## config.mk

```make
export PLATFORM = sky130hd
export DESIGN_NAME = dma_hold_arbiter
export DESIGN_NICKNAME = d
export VERILOG_FILES = /design/src/rtl/bus_arb_pkg.sv /design/src/rtl/rr_pick.sv /design/src/rtl/dma_hold_arbiter.sv
export SDC_FILE = /design/constraint.sdc
export NUM_CORES = 1
export LEC_CHECK = 0
export CORE_ASPECT_RATIO = 0.9
export CORE_MARGIN = 5
export CORE_UTILIZATION = 51
export CTS_CLUSTER_DIAMETER = 60
export DETAILED_ROUTE_END_ITERATION = 10
export GPL_TIMING_DRIVEN = 0
export PLACE_DENSITY = 0.84
export REMOVE_ABC_BUFFERS = 1
export SLEW_MARGIN = 25
export SYNTH_ARGS = -nofsm -noshare
export SYNTH_HDL_FRONTEND = slang
export SYNTH_SLANG_ARGS = --single-unit
export TNS_END_PERCENT = 100
```

## constraint.sdc

```tcl
create_clock -name CLK -period 2.6 [get_ports CLK]
set_input_delay 0.65 -clock CLK [delete_from_list [all_inputs] [get_ports CLK]]
set_output_delay 0.65 -clock CLK [all_outputs]
set_load 0.1 [all_outputs]
```

## src/rtl/bus_arb_pkg.sv

```systemverilog
// Shared definitions for bus-hold arbiters: FSM state encoding and default sizing.
package bus_arb_pkg;

  localparam int DEF_N      = 4;
  localparam int DEF_MAXCYC = 64;
  localparam int DEF_GAP    = 2;

  typedef enum logic [2:0] {
    ST_IDLE,
    ST_HOLDREQ,
    ST_GRANT,
    ST_RELEASE,
    ST_GAP
  } arb_state_e;

endpackage

```

## src/rtl/rr_pick.sv

```systemverilog
// Combinational round-robin picker: first set request at or after the pointer,
// wrapping modulo N.
module rr_pick #(
  parameter int N = 4
) (
  input  logic [N-1:0]         req_i,
  input  logic [$clog2(N)-1:0] ptr_i,
  output logic                 valid_o,
  output logic [$clog2(N)-1:0] idx_o
);

  localparam int W = $clog2(N);

  int           pos;
  logic [W-1:0] pidx;

  // Scan from the farthest offset down to the pointer so the nearest set bit wins.
  always_comb begin
    // NOTE: every variable gets a default before any branch, so no latch can be inferred.
    valid_o = 1'b0;
    idx_o   = '0;
    pos     = 0;
    pidx    = '0;
    for (int off = N - 1; off >= 0; off--) begin
      pos = int'(ptr_i) + off;
      if (pos >= N) pos = pos - N;
      pidx = W'(pos);
      if (req_i[pidx]) begin
        valid_o = 1'b1;
        idx_o   = pidx;
      end
    end
  end

endmodule

```

## src/rtl/dma_hold_arbiter.sv

```systemverilog
// Round-robin HOLD/HLDA arbiter for the 8088 local bus: raises HOLD for the
// winning requester, grants it once HLDA arrives, bounds the tenure and
// guarantees the CPU an idle gap between tenures.
module dma_hold_arbiter
  import bus_arb_pkg::*;
#(
  parameter int N      = DEF_N,
  parameter int MAXCYC = DEF_MAXCYC,
  parameter int GAP    = DEF_GAP
) (
  input  logic                 CLK,
  input  logic                 RESET,
  input  logic [N-1:0]         REQ,
  input  logic [N-1:0]         DONE,
  input  logic                 HLDA,
  output logic                 HOLD,
  output logic [N-1:0]         GNT,
  output logic [$clog2(N)-1:0] GNTID,
  output logic                 BUSY,
  output logic                 TMO
);

  localparam int W  = $clog2(N);
  localparam int CW = $clog2(MAXCYC);
  localparam int GW = $clog2(GAP + 1);

  arb_state_e    state_q, state_d;
  logic [W-1:0]  ptr_q, ptr_d;
  logic [W-1:0]  gntid_q, gntid_d;
  logic [CW-1:0] cnt_q, cnt_d;
  logic [GW-1:0] gap_q, gap_d;
  logic          hold_q, hold_d;
  logic          busy_q, busy_d;
  logic          tmo_q, tmo_d;
  logic [N-1:0]  gnt_q, gnt_d;

  logic          pick_valid;
  logic [W-1:0]  pick_idx;
  logic          early_end;
  logic          timeout;
  logic [W-1:0]  ptr_after;

  rr_pick #(.N(N)) u_pick (
    .req_i   (REQ),
    .ptr_i   (ptr_q),
    .valid_o (pick_valid),
    .idx_o   (pick_idx)
  );

  // A tenure ends early on DONE, withdrawal, or the CPU dropping HLDA.
  assign early_end = DONE[gntid_q] || !REQ[gntid_q] || !HLDA;
  assign timeout   = (cnt_q == CW'(MAXCYC - 1));
  assign ptr_after = (gntid_q == W'(N - 1)) ? '0 : gntid_q + W'(1);

  // State, counters and all output registers; reset is synchronous.
  always_ff @(posedge CLK) begin
    // NOTE: sequential state uses non-blocking assignments only, so every flop sees pre-edge values.
    if (RESET) begin
      state_q <= ST_IDLE;
      ptr_q   <= '0;
      gntid_q <= '0;
      cnt_q   <= '0;
      gap_q   <= '0;
      hold_q  <= 1'b0;
      busy_q  <= 1'b0;
      tmo_q   <= 1'b0;
      gnt_q   <= '0;
    end else begin
      state_q <= state_d;
      ptr_q   <= ptr_d;
      gntid_q <= gntid_d;
      cnt_q   <= cnt_d;
      gap_q   <= gap_d;
      hold_q  <= hold_d;
      busy_q  <= busy_d;
      tmo_q   <= tmo_d;
      gnt_q   <= gnt_d;
    end
  end

  // Next-state logic: arbitration, handshake progress, tenure and gap counting.
  always_comb begin
    state_d = state_q;
    ptr_d   = ptr_q;
    gntid_d = gntid_q;
    cnt_d   = cnt_q;
    gap_d   = gap_q;
    case (state_q)
      ST_IDLE: begin
        if (pick_valid) begin
          gntid_d = pick_idx;
          state_d = ST_HOLDREQ;
        end
      end
      ST_HOLDREQ: begin
        if (HLDA) begin
          if (REQ[gntid_q]) begin
            state_d = ST_GRANT;
            cnt_d   = '0;
          end else begin
            state_d = ST_RELEASE;
            ptr_d   = ptr_after;
          end
        end
      end
      ST_GRANT: begin
        if (early_end || timeout) begin
          state_d = ST_RELEASE;
          ptr_d   = ptr_after;
        end else begin
          cnt_d = cnt_q + CW'(1);
        end
      end
      ST_RELEASE: begin
        if (!HLDA) begin
          state_d = ST_GAP;
          gap_d   = '0;
        end
      end
      ST_GAP: begin
        if (gap_q == GW'(GAP - 1)) state_d = ST_IDLE;
        else                       gap_d   = gap_q + GW'(1);
      end
      default: state_d = ST_IDLE;
    endcase
  end

  // Output decode from the next state so every output leaves a flop.
  always_comb begin
    hold_d = (state_d == ST_HOLDREQ) || (state_d == ST_GRANT);
    busy_d = hold_d || (state_d == ST_RELEASE);
    gnt_d  = '0;
    if (state_d == ST_GRANT) gnt_d[gntid_d] = 1'b1;
    tmo_d  = (state_q == ST_GRANT) && timeout && !early_end;
  end

  assign HOLD  = hold_q;
  assign GNT   = gnt_q;
  assign GNTID = gntid_q;
  assign BUSY  = busy_q;
  assign TMO   = tmo_q;

endmodule
```

==> flow_summary.rst <==
.. list-table::
   :header-rows: 1

   * - Metric
     - Value
   * - Post-Place Cells
     - 179
   * - Post-synthesis average cell area
     - 8.428 um^2
   * - Initial DRT Pass Iterations
     - 4
   * - Internal power of the cells
     - 575.4 uW
   * - Routed len/inst
     - 14.68 um
   * - Sequential area share after synthesis
     - 37.33%
   * - Synth-to-Final Area Change
     - 21.85%
   * - Cts bufs inserted
     - 3
   * - I/O pins
     - 20
   * - H-tree levels
     - 1
   * - P_sw
     - 243.2 uW
   * - Clock group share of total power
     - 31.8%
   * - Share of synthesized flip-flops with an asynchronous set or reset
     - 0%
   * - Placement-stage cell area
     - 0.001368 mm^2
   * - Count of buffer and inverter cells on the critical path
     - 1
   * - Final Slew Violations
     - 0
   * - Resized cells post-CTS
     - 3
   * - IO Port Bufs
     - 19
   * - Horiz. Die Dim
     - 60.70 um
   * - Standard cell with the maximum stage delay on the critical path
     - sky130_fd_sc_hd__dlygate4sd2_1
   * - Switching power as a share of total power
     - 29.71%
   * - Final Critical Period
     - 2.487 ns
   * - Actual transition at the worst max-transition pin
     - 0.9832 ns
   * - Count of vias placed by the detailed router
     - 1110
   * - Setup repair after global routing missed its margin
     - no
   * - Number of setup buffers added after CTS
     - 0
   * - Instance count of the mapped netlist
     - 140
   * - Starting density of the core
     - 53.58%
   * - Series of cell instances along the critical path
     - dlygate4sd2_1
   * - Hold buffer count at cts
     - 0
   * - Post-route non-filler standard cell count
     - 183
   * - Total number of placement rows
     - 16
   * - Max-cap violation count
     - 0
   * - Final design utilization
     - 65.28%
   * - Yosys warning total
     - 0
   * - Final-layout setup total negative slack
     - 0 ns
   * - Pin count of the biggest net entering global routing
     - 18
   * - CP Data Arrival Time
     - 1.84 ns
   * - Clock Pin Slew Worst Setup and Hold Paths
     - 0.12 ns
   * - Via count of the first global-routing pass
     - 1026
   * - Category of the worst setup path capture point
     - output port
   * - CTS sink cnt
     - 22
   * - Dominant cell type by area after synthesis
     - sky130_fd_sc_hd__dfxtp_1
   * - Net count reported at finish
     - 171
   * - DP Wirelength
     - 1996 um
   * - Data required time of the critical path
     - 1.95 ns
   * - Remaining DRCs
     - 0
   * - Routed WL
     - 2687 um
   * - Top Family by Delay on Critical Path
     - buffers and inverters
   * - Cell at the root of the clock tree
     - sky130_fd_sc_hd__clkbuf_4
   * - Power after layout
     - 818.6 uW
   * - Worst slew slack as a fraction of its limit
     - 34.25%
   * - Leak
     - 0.5294 nW
   * - Aggregate global routing overflow
     - 0
   * - Number of violations reported at the end of detailed-routing iteration 0
     - 43
   * - Worst Hold Class
     - flop to flop
   * - Comb pwr share
     - 22.9%
   * - Max Fclk
     - 0.4021 GHz
   * - Die Y
     - 55.63 um
   * - Largest voltage drop on the vdd net
     - 0.4576 mV
   * - Area inside the core boundary
     - 0.002202 mm^2
   * - Number of flops mapped to enable cells by yosys
     - 0
   * - Fin Clk Skew
     - 0.001358 ns
   * - Gpl congestion
     - 0.8481
   * - Category of the worst setup path launch point
     - flop
   * - Most area-consuming cells after synthesis
     - sky130_fd_sc_hd__dfxtp_1 (37%), sky130_fd_sc_hd__a21oi_1 (5.9%), sky130_fd_sc_hd__nor2_1 (4.5%)
   * - Most common flop cell mapped by yosys
     - sky130_fd_sc_hd__dfxtp_1
   * - Final critical-path share of the clock period
     - 95.65%
   * - Power per Cell Area
     - 569.4 mW/mm^2
   * - Biggest cell delay along the critical path
     - 0.92 ns
   * - Post-synthesis register bit count
     - 22
   * - Clock tree from TritonCTS
     - yes
   * - Number of antenna violations at the first check in global routing
     - 0
   * - # diodes
     - 0
   * - Final count of negative-setup-slack endpoints
     - 0
   * - Number of distinct library cells after synthesis
     - 43
   * - Overall track demand over capacity in global routing
     - 17.21%
   * - Buffer levels on the longest clock path
     - 2
   * - Top-area cell type share of the netlist area
     - 37.33%
   * - Antenna Violating Nets Remaining
     - 0
   * - Design Area, Final
     - 0.001438 mm^2
   * - Synth Cell Area
     - 0.001180 mm^2
   * - Category of the most critical setup path
     - flop to output port
   * - Result of the run
     - completed
   * - Sequential share of power
     - 45.4%
   * - Die area
     - 0.003377 mm^2
   * - Fin. Hold Viols
     - 0
   * - Via count normalized by instance count
     - 6.066
   * - Clock insertion delay at the later pin of the skew report
     - 0.31 ns
   * - Largest fanout on the critical path
     - 9
   * - Wire length of the first global-routing pass
     - 4540 um
   * - Number of fill cells
     - 187
   * - Share of post-route cells with drive strength above 1
     - 7.692%
## synthesized netlist by cell type (all sizes together) (3+ instances only)
| library cell | count |
|---|---|
| nand3 | 9 |
| o31ai | 3 |
| buf | 4 |
| ha | 3 |
| o21ai | 6 |
| inv | 5 |
| nand2 | 11 |
| or4 | 3 |
| a21oi | 14 |
| dfxtp | 22 |
| nor3 | 5 |
| nor2 | 14 |
| nor2b | 4 |
| mux2i | 4 |
| clkbuf | 3 |
## path summary, 6_finish.rpt
kind / end / slack [ns] / startpoint / cells after the start
max: GNTID[1] / 0.11 / GNTID[1] / 1
min: cnt_q[4] / 0.49 / cnt_q[4] / 2
max reg2reg: cnt_q[3] / 0.25 / GNTID[1] / 5
min reg2reg: cnt_q[4] / 0.49 / cnt_q[4] / 2
## metal layers
layer | GRT usage, % | wire length (um) | vias to the layer above
met4 | 3.406 | 23 | 0
met1 | 21.75 | 1179 | 527
met3 | 5.800 | 166 | 5
li1 | - | - | 547
met2 | 28.09 | 1318 | 31
met5 | 0 | 0 | -
## power groups by stage
stage | Combinational (mW) | Sequential, mW | Clock, mW
global placement | 0.178 | 0.377 | 0
finish | 0.187 | 0.371 | 0.260
detailed placement | 0.183 | 0.378 | 0
CTS | 0.185 | 0.370 | 0.263
global route | 0.201 | 0.374 | 0.285
floorplan | 0.0763 | 0.428 | 0
## final cells by class
cell class / count / area (um^2) / share of cell area [%]
timing repair buffer: 19 / 187.7 / 13.05
clock inverter: 1 / 30.03 / 2.089
sequential: 22 / 440.4 / 30.64
multi-input combinational: 106 / 704.4 / 49.00
clock buffer: 3 / 22.52 / 1.567
tap: 27 / 33.78 / 2.350
inverter: 5 / 18.77 / 1.305
## registers in the layout, indices dropped and copies added, names as in the netlist
| register | cells |
|---|---|
| cnt_q | 6 |
| GNT | 4 |
| state_q | 3 |
| GNTID | 2 |
| gap_q | 2 |
| ptr_q | 2 |
| BUSY | 1 |
| HOLD | 1 |
| TMO | 1 |
## stage by stage
step / hold slack [ns] / setup slack, ns
2_1_floorplan: 0.4530 / -0.09956
3_3_place_gp: 0.4685 / -0.2744
3_5_place_dp: 0.4832 / -0.3630
4_1_cts: 0.5013 / 0.007531
5_1_grt: 0.5276 / 0.04120
6_report: 0.4938 / 0.1131
## placed cells by master (no fill, tap or decap), types with 3 or more instances in the layout
master,synthesis,routed
sky130_fd_sc_hd__nor2_1,14,14
sky130_fd_sc_hd__inv_1,5,5
sky130_fd_sc_hd__clkbuf_4,0,3
sky130_fd_sc_hd__o21ai_0,5,5
sky130_fd_sc_hd__o31ai_1,3,3
sky130_fd_sc_hd__a21oi_1,14,14
sky130_fd_sc_hd__ha_1,3,3
sky130_fd_sc_hd__dfxtp_1,22,22
sky130_fd_sc_hd__clkdlybuf4s50_1,0,17
sky130_fd_sc_hd__nor3_1,5,5
sky130_fd_sc_hd__nor2b_1,4,4
sky130_fd_sc_hd__nand2_1,11,11
sky130_fd_sc_hd__mux2i_1,4,4
sky130_fd_sc_hd__nand3_1,9,9
## kinds of logic after synthesis
| logic type | Yosys count | share of synthesized area [%] |
|---|---|---|
| muxes | 6 | 6.574 |
| adders and majority gates | 3 | 3.182 |
| and+or+nand+nor | 60 | 27.46 |
| AOI/OAI and AO/OA | 37 | 20.79 |
| buffers and inverters | 12 | 4.666 |
| DFF | 22 | 37.33 |
Note: power is estimated with default switching activity, not from simulation.
